### src/rtl/ram_update_ctrl.sv
// ram_update_ctrl
//   Update-side writer/reader for the 267-bit x 16-entry lookup-table RAM.
//   32-bit command words arrive on a valid/ready stream; write commands are
//   assembled into a full entry and written in one strobe, read commands
//   fetch an entry and return it as nine 32-bit response words.
//
// Ports
//   axi_clk, axi_rst          clock, synchronous active-high reset
//   s_cmd_valid/ready/data/last  command word stream (header + data words)
//   m_rsp_valid/ready/data/last  read-back response stream (9 words)
//   ram_wr_en/addr/data       RAM update-side write port
//   ram_rd_en/addr, ram_rd_data  RAM update-side read port (1-cycle latency)
//   busy                      high whenever the FSM is not idle
//   err_cnt                   saturating count of malformed commands
module ram_update_ctrl #(
  parameter int ENTRY_W = 267,
  parameter int WORDS   = 9
) (
  input  logic               axi_clk,
  input  logic               axi_rst,
  input  logic               s_cmd_valid,
  output logic               s_cmd_ready,
  input  logic [31:0]        s_cmd_data,
  input  logic               s_cmd_last,
  output logic               m_rsp_valid,
  input  logic               m_rsp_ready,
  output logic [31:0]        m_rsp_data,
  output logic               m_rsp_last,
  output logic               ram_wr_en,
  output logic [3:0]         ram_wr_addr,
  output logic [ENTRY_W-1:0] ram_wr_data,
  output logic               ram_rd_en,
  output logic [3:0]         ram_rd_addr,
  input  logic [ENTRY_W-1:0] ram_rd_data,
  output logic               busy,
  output logic [7:0]         err_cnt
);

  localparam int         SHADOW_W = WORDS * 32;
  localparam int         PAD_W    = SHADOW_W - ENTRY_W;       // unused bits above the entry
  localparam int         LAST_W   = ENTRY_W - 32 * (WORDS - 1); // live bits of the final word
  localparam logic [3:0] LAST_IDX = 4'(WORDS - 1);
  localparam logic [1:0] OP_WRITE = 2'b01;
  localparam logic [1:0] OP_READ  = 2'b10;

  typedef enum logic [2:0] {
    IDLE,
    COLLECT,
    WRITE,
    RD_REQ,
    RD_WAIT,
    RESP,
    DRAIN
  } state_t;

  state_t                  state, next_state;
  logic [3:0]              cnt;
  logic [3:0]              addr;
  logic [WORDS-1:0][31:0]  shadow;
  logic [7:0]              err_q;
  logic                    run;      // low until the first edge after reset
  logic                    out_en;
  logic                    err_inc;
  logic                    cmd_fire;
  logic                    rsp_fire;
  logic [1:0]              opcode;

  // Outputs stay at zero during reset and on the first edge after it, so the
  // parser never sees ready before the block has left reset cleanly.
  assign out_en   = run && !axi_rst;
  assign cmd_fire = s_cmd_valid && s_cmd_ready;
  assign rsp_fire = m_rsp_valid && m_rsp_ready;
  assign opcode   = s_cmd_data[31:30];

  // Output decode: everything is a function of the registered state.
  // NOTE: every signal assigned in an always_comb gets a default first, so no
  // path through the case can leave it unassigned and infer a latch.
  always_comb begin
    s_cmd_ready = 1'b0;
    m_rsp_valid = 1'b0;
    m_rsp_data  = '0;
    m_rsp_last  = 1'b0;
    ram_wr_en   = 1'b0;
    ram_wr_addr = '0;
    ram_wr_data = '0;
    ram_rd_en   = 1'b0;
    ram_rd_addr = '0;
    busy        = 1'b0;
    err_cnt     = '0;
    if (out_en) begin
      busy    = (state != IDLE);
      err_cnt = err_q;
      case (state)
        IDLE, COLLECT, DRAIN: s_cmd_ready = 1'b1;
        WRITE: begin
          ram_wr_en   = 1'b1;
          ram_wr_addr = addr;
          ram_wr_data = ENTRY_W'(shadow);
        end
        RD_REQ: begin
          ram_rd_en   = 1'b1;
          ram_rd_addr = addr;
        end
        RESP: begin
          // Pad bits above the entry are always zero, so word 8 comes out
          // zero-extended without extra muxing.
          m_rsp_valid = 1'b1;
          m_rsp_data  = shadow[cnt];
          m_rsp_last  = (cnt == LAST_IDX);
        end
        default: ;
      endcase
    end
  end

  // Next-state logic.
  always_comb begin
    next_state = state;
    err_inc    = 1'b0;
    case (state)
      IDLE: begin
        if (cmd_fire) begin
          if (opcode == OP_WRITE && !s_cmd_last)     next_state = COLLECT;
          else if (opcode == OP_READ && s_cmd_last)  next_state = RD_REQ;
          else if (!s_cmd_last)                      next_state = DRAIN;
          else                                       err_inc    = 1'b1;
        end
      end
      COLLECT: begin
        if (cmd_fire) begin
          if (s_cmd_last) begin
            if (cnt == LAST_IDX) begin
              next_state = WRITE;
            end else begin
              err_inc    = 1'b1;
              next_state = IDLE;
            end
          end else if (cnt == LAST_IDX) begin
            // Overlong write: the error is counted once, when the drain
            // reaches the command's last word.
            next_state = DRAIN;
          end
        end
      end
      WRITE:   next_state = IDLE;
      RD_REQ:  next_state = RD_WAIT;
      RD_WAIT: next_state = RESP;
      RESP: begin
        if (rsp_fire && cnt == LAST_IDX) next_state = IDLE;
      end
      DRAIN: begin
        if (cmd_fire && s_cmd_last) begin
          err_inc    = 1'b1;
          next_state = IDLE;
        end
      end
      default: next_state = IDLE;
    endcase
  end

  // State and datapath registers.
  // NOTE: sequential state uses non-blocking assignments only, so every
  // register samples the pre-edge values regardless of statement order.
  always_ff @(posedge axi_clk) begin
    if (axi_rst) begin
      state  <= IDLE;
      cnt    <= '0;
      addr   <= '0;
      // NOTE: the shadow is a plain register bank rather than a RAM, so it
      // takes the reset; this also pins the pad bits above the entry at zero.
      shadow <= '0;
      err_q  <= '0;
      run    <= 1'b0;
    end else begin
      state <= next_state;
      run   <= 1'b1;
      if (err_inc && err_q != 8'hFF) err_q <= err_q + 8'd1;
      case (state)
        IDLE: begin
          if (cmd_fire) begin
            addr <= s_cmd_data[3:0];
            cnt  <= '0;
          end
        end
        COLLECT: begin
          if (cmd_fire) begin
            if (cnt == LAST_IDX)
              shadow[cnt] <= {{(32-LAST_W){1'b0}}, s_cmd_data[LAST_W-1:0]};
            else
              shadow[cnt] <= s_cmd_data;
            cnt <= cnt + 4'd1;
          end
        end
        RD_WAIT: begin
          shadow <= {{PAD_W{1'b0}}, ram_rd_data};
          cnt    <= '0;
        end
        RESP: begin
          if (rsp_fire) cnt <= cnt + 4'd1;
        end
        default: ;
      endcase
    end
  end

endmodule
### config.mk
export PLATFORM = sky130hd
export DESIGN_NAME = ram_update_ctrl
export DESIGN_NICKNAME = d
export VERILOG_FILES = /design/src/rtl/ram_update_ctrl.sv
export SDC_FILE = /design/constraint.sdc
export NUM_CORES = 1
export LEC_CHECK = 0
export ABC_CLOCK_PERIOD_IN_PS = 2700
export BUFFER_PORTS_ARGS = -buffer_cell sky130_fd_sc_hd__buf_2
export CAP_MARGIN = 20
export CORE_AREA = 2 2 242 244
export CTS_BUF_LIST = sky130_fd_sc_hd__clkbuf_8
export CTS_CLUSTER_DIAMETER = 40
export CTS_CLUSTER_SIZE = 10
export DETAILED_ROUTE_END_ITERATION = 10
export DIE_AREA = 0 0 244 246
export SLEW_MARGIN = 20
export SYNTH_ARGS = -nofsm -noshare
export SYNTH_HDL_FRONTEND = slang
export SYNTH_SLANG_ARGS = --single-unit
### constraint.sdc
create_clock -name axi_clk -period 2.7 [get_ports axi_clk]
set_input_delay 0.135 -clock axi_clk [delete_from_list [all_inputs] [get_ports axi_clk]]
set_output_delay 0.135 -clock axi_clk [all_outputs]
set_load 0.03 [all_outputs]
* After elaboration in Yosys (flattened, before gate mapping)
Cells that the tools add are included.
** Storage, ports and cells
- Bits in registers :: 308
- Logic and storage cells :: 109
- Output and inout bits :: 321
- Bits of input ports :: 304
** Cells by class
- Mux-type cells :: 54
- $add $sub $neg :: 2
- Order comparisons :: 2
- Reduce and logical (&&, ||, !) cells :: 20
- Eq/ne operators :: 17
** Operator list (count)
- $bwmux 288 :: 2
- $mux 288 :: 2
- $pmux 288 s2 :: 1
- $mux 267 :: 2
- $bmux 32 s4 :: 1
- $demux 32 s4 :: 1
- $mux 32 :: 4
- $mux 4 :: 7
- $mux 3 :: 9
- $mux 1 :: 20
- $pmux 3 s6 :: 1
- $pmux 4 s4 :: 1
- $ne 2x2->1 const B :: 5
- $eq 3x3->1 const B :: 3
- $logic_and 1x1->1 :: 9
- $add 8x1->8 const B :: 1
- $mux 8 :: 1
- $ne 8x8->1 const B :: 1
- $eq 3x2->1 const B :: 2
- $reduce_and 6->1 :: 1
- $lt 4x5->1 const B :: 1
- $add 4x1->4 const B :: 1
- $eq 4x4->1 const B :: 1
- $ge 4x1->1 const B :: 1
- 15 further kinds :: 17

* Longest topological paths before layout
- Depth in word-level cells :: 9
- Gate-level depth with buffers :: 11
- Depth with buffers taken out :: 7

* Worst setup path after synthesis
OpenSTA, ideal clock, no wires.
- Path type :: register -> register
- From :: register cnt[0]
- To :: register err_q[5]
- Path slack :: -0.129 ns
- Arrival time :: 2.708 ns
- Library setup time :: 0.121 ns
- Data required time :: 2.579 ns
- Path buffers :: 3
- Stages on the path, launching flop included :: 11
- Period minus slack after synthesis :: 2.829 ns
- Cells stage by stage :: dfxtp_1 > buf_2 > clkbuf_1 > buf_1 > inv_1 > ha_1 > nand3b_1 > nand2_1 > o32a_1 > nor4_1 > mux2_2
** On the way
- Longest elaborated chain between the ends :: 6
** Ends and longest elaborated chain
- from (decl) :: RTL line 57 : logic [3:0] cnt;
- from (signal assigned) :: RTL line 191 : cnt <= cnt + 4'd1;
- from (signal assigned) :: RTL line 199 : if (rsp_fire) cnt <= cnt + 4'd1;
- $eq 4x4->1 :: RTL line 132 : if (cnt == LAST_IDX) begin
- $mux 1 :: RTL line 132
- $mux 1 :: RTL line 131 : if (s_cmd_last) begin
- $mux 1 :: RTL line 130 : if (cmd_fire) begin
- $pmux 1 s3 :: RTL line 120 : case (state)
- $logic_and 1x1->1 :: RTL line 177 : if (err_inc && err_q != 8'hFF) err_q <= err_q + 8'd1;
- to (signal assigned) :: RTL line 177
- to (decl) :: RTL line 60 : logic [7:0] err_q;
Every way passes these cells.
A chain may end at the register's enable or synchronous reset.

* Worst setup path after layout
- From :: register cnt[0]
- To :: output port m_rsp_data[8]
** On the way
- Longest elaborated chain between the ends :: 4
** Ends and longest elaborated chain
- $bmux 32 s4 :: RTL line 108 : m_rsp_data = shadow[cnt];
- $mux 32 (implied by the code) :: RTL line 108
- $mux 32 :: RTL line 93 : case (state)
- $mux 32 :: RTL line 90 : if (out_en) begin
- to (decl) :: RTL line 27 : output logic [31:0] m_rsp_data,
Every way passes these cells. The select of a mux whose other input is x is not followed.

==> impl_results.md <==
* Post-DP Area at 22000 um2
* Total number of vias at approximately 21000
* Ys flop type: dfxtp_1
* Initial DRC count at about 1800
* Die area at 60000 um2
* Setup violators final at 0
* Post-synth top cells: nor2_1, dfxtp_1, and2_1
* Layout cells sized above 1 at 29.1%
* Most frequent cell after synthesis: nor2_1
* Slew Limit Fails at 0
* Critical path's largest stage delay at 410 ps
* Leakage power at 11.2 nW
* Dpl hpwl at 67100 um
* Mapped Area at 17900 um2
* Clk sink count at 308
* Final worst setup slack at ~43 ps
* Clock skew at 27.1 ps
* Yosys top cell by area: dfxtp_1
* Clk_lat worst skew at 690 ps
* Cells after Synth at 2224
* Req. time, crit path at about 2600 ps
* Avg Vias per Cell at approximately 5.5
* Syn Nets at between 2000 and 3000
* Clk pin slew, worst setup/hold paths at about 70 ps
* WS Path Type: reg2out
* GRT overflow at 0
* GP Congestion at 0.949
* Crit path max-delay cell type: dfxtp_4
* Yosys reg bits at a little over 300
* VDD IR max at 0.380 mV
* Die H at around 250 um
* Row count at 88
* HP Class: in2reg
* Clock Tree Buf Depth at 3
* Worst slack at placement at 248 ps
* Register area at approximately 6200 um2
* DRT Wirelength at 95100 um
* Top-area cell type share of the netlist area at 34.5%
* Final std cells w/o fill at 3899
* Largest net degree at the start of global routing at 191
* Minimum clock period at 2660 ps
* CTS root buf: clkbuf_8
* Dpl cells at approximately 3500
* Synth cell types at 55
* Multi-input gate area at ~11000 um2
* Syn_area_per_cell at 8.05 um2
* Synth-to-Final Area Change at 50.3%
* Post-synth EDFFs at 0
* Antenna violations before repair at 7
* Remaining routing DRC violations at 0
* Async SR Flop Fraction at 0%
* Die Width at approximately 240 um
* Crit start category: flip-flop
* YS warnings at 0
* First-pass GRT wire length at approximately 140000 um
* Maxcap violations at 0
* Top cells by area, synth: dfxtp_1, and2_1, mux2i_1
* Fin nets at 3390
* Final number of hold-violating endpoints at 0
* Avg WL per Cell at 24.4 um
* Pre-antenna DRT Iters at 5
* Crit end category: output port
* RSZ-0062 raised after global routing: true
* H-tree lvl count at 2
* Initial core utilization at a little under a third
* Crit path DAT at 2520 ps
* PwrDens at slightly below 800 nW/um2
* Fill count at about 5600
* Max-slew headroom at 8.83%
* Vias in the first global route at between 20000 and 25000
* Worst Max-Slew Pin Slew at 1370 ps
* CORE AREA at 57400 um2
* Ports at about 630
* Worst Path Max Fanout at 26
* Fmax at 0.376 GHz
* Fin crit share at 98.4%
* Post-route ant nets at 0
* Gr usage total at 30.0%
* Crit-path cells: buf_4, bufbuf_16, o22a_1, o22ai_1, nor2_1, nor3_1, buf_2
* IO buf count at 624
* Clock buffer count from CTS at 60
* Final hold slack at 250 ps
* CTS tree: yes
* Proportion of synthesized chip area in sequential cells at 34.5%
* Fin area at between 20000 and 30000 um2
* Status: complete, no violations
==> path summary, 6_finish.rpt <==
path	start	endpoint	slack [ps]	cells past startpoint
max reg2reg	cnt[0]	shadow[223]	210	9
max	cnt[0]	m_rsp_data[8]	40	7
min reg2reg	shadow[273]	shadow[273]	460	1
min	ram_rd_data[28]	shadow[28]	250	4
==> where the power goes <==
group	leakage, nW	switching, W	internal (W)
clock network	0.729	0.00250	0.00333
registers	2.52	0.00154	0.00588
logic	7.92	0.00447	0.00340
total	11.2	0.00851	0.0126
==> cell families after synthesis <==
logic type | Yosys count | synth area share (%)
muxes | 210 | 14.1
xor gates and xnor gates | 3 | 0.147
AOI/OAI and AO/OA | 404 | 16.7
DFF | 308 | 34.5
adders and majority gates | 5 | 0.350
and+or+nand+nor | 1060 | 29.0
buffers and inverters | 234 | 5.25
==> final cells by class <==
| cell class | count | share of cell area, % |
|---|---|---|
| antenna | 4 | 0.0372 |
| clock buffer | 67 | 3.43 |
| multi-input combinational | 1682 | 40.8 |
| inverter | 13 | 0.181 |
| sequential | 308 | 23.0 |
| clock inverter | 44 | 2.05 |
| timing repair buffer | 1016 | 27.0 |
| tap | 765 | 3.56 |
==> sequential cells by signal, summed over array words and instances, names as in the netlist <==
register  cells
err_q         8
shadow      288
cnt           4
run           1
addr          4
state         3
==> repair_timing <==
item | 4_1_cts | 5_1_grt
setup buffers | 12 | 4
gates resized for setup | 30 | 24
endpoints found under the hold margin | 279 | 0
setup endpoints to repair | 216 | 126
pin swaps | 1 | 2
hold buffers | 303 | 0
gates cloned | 2 | 1
==> cell usage in the layout (no fill, tap or decap), types with 111 or more instances in the layout <==
cell type,count
nor2_1,347
and2_1,304
nor3_1,156
o31ai_1,111
nand2_1,193
dfxtp_1,304
buf_2,613
dlygate4sd3_1,303
a211oi_1,126
mux2i_1,162
==> per-stage QoR <==
stage	power [W]	utilization, %	TNS [ps]
floorplan	0.0114	-	0
global placement	0.0143	38.3	0
detailed placement	0.0144	38.3	0
CTS	0.0208	46.7	0
global route	0.0221	46.9	-443
finish	0.0211	46.9	0
==> critical path: cells and delay by family (launching register included) <==
kind	cells	cell delay (ps)
buffers and inverters	3	730
AO/OA/AOI/OAI	2	430
flip-flops	1	410
AND/OR/NAND/NOR	2	270
==> layer usage <==
metal | global-route usage [%] | up-vias | part of all wire [%]
met5 | 0 | - | 0.028
met3 | 5.61 | 218 | 8.4
met1 | 42.4 | 10400 | 45
li1 | - | 9591 | -
met4 | 12.3 | 4 | 4.4
met2 | 44.7 | 1216 | 42
No activity file was read; power rests on OpenSTA's default activity.
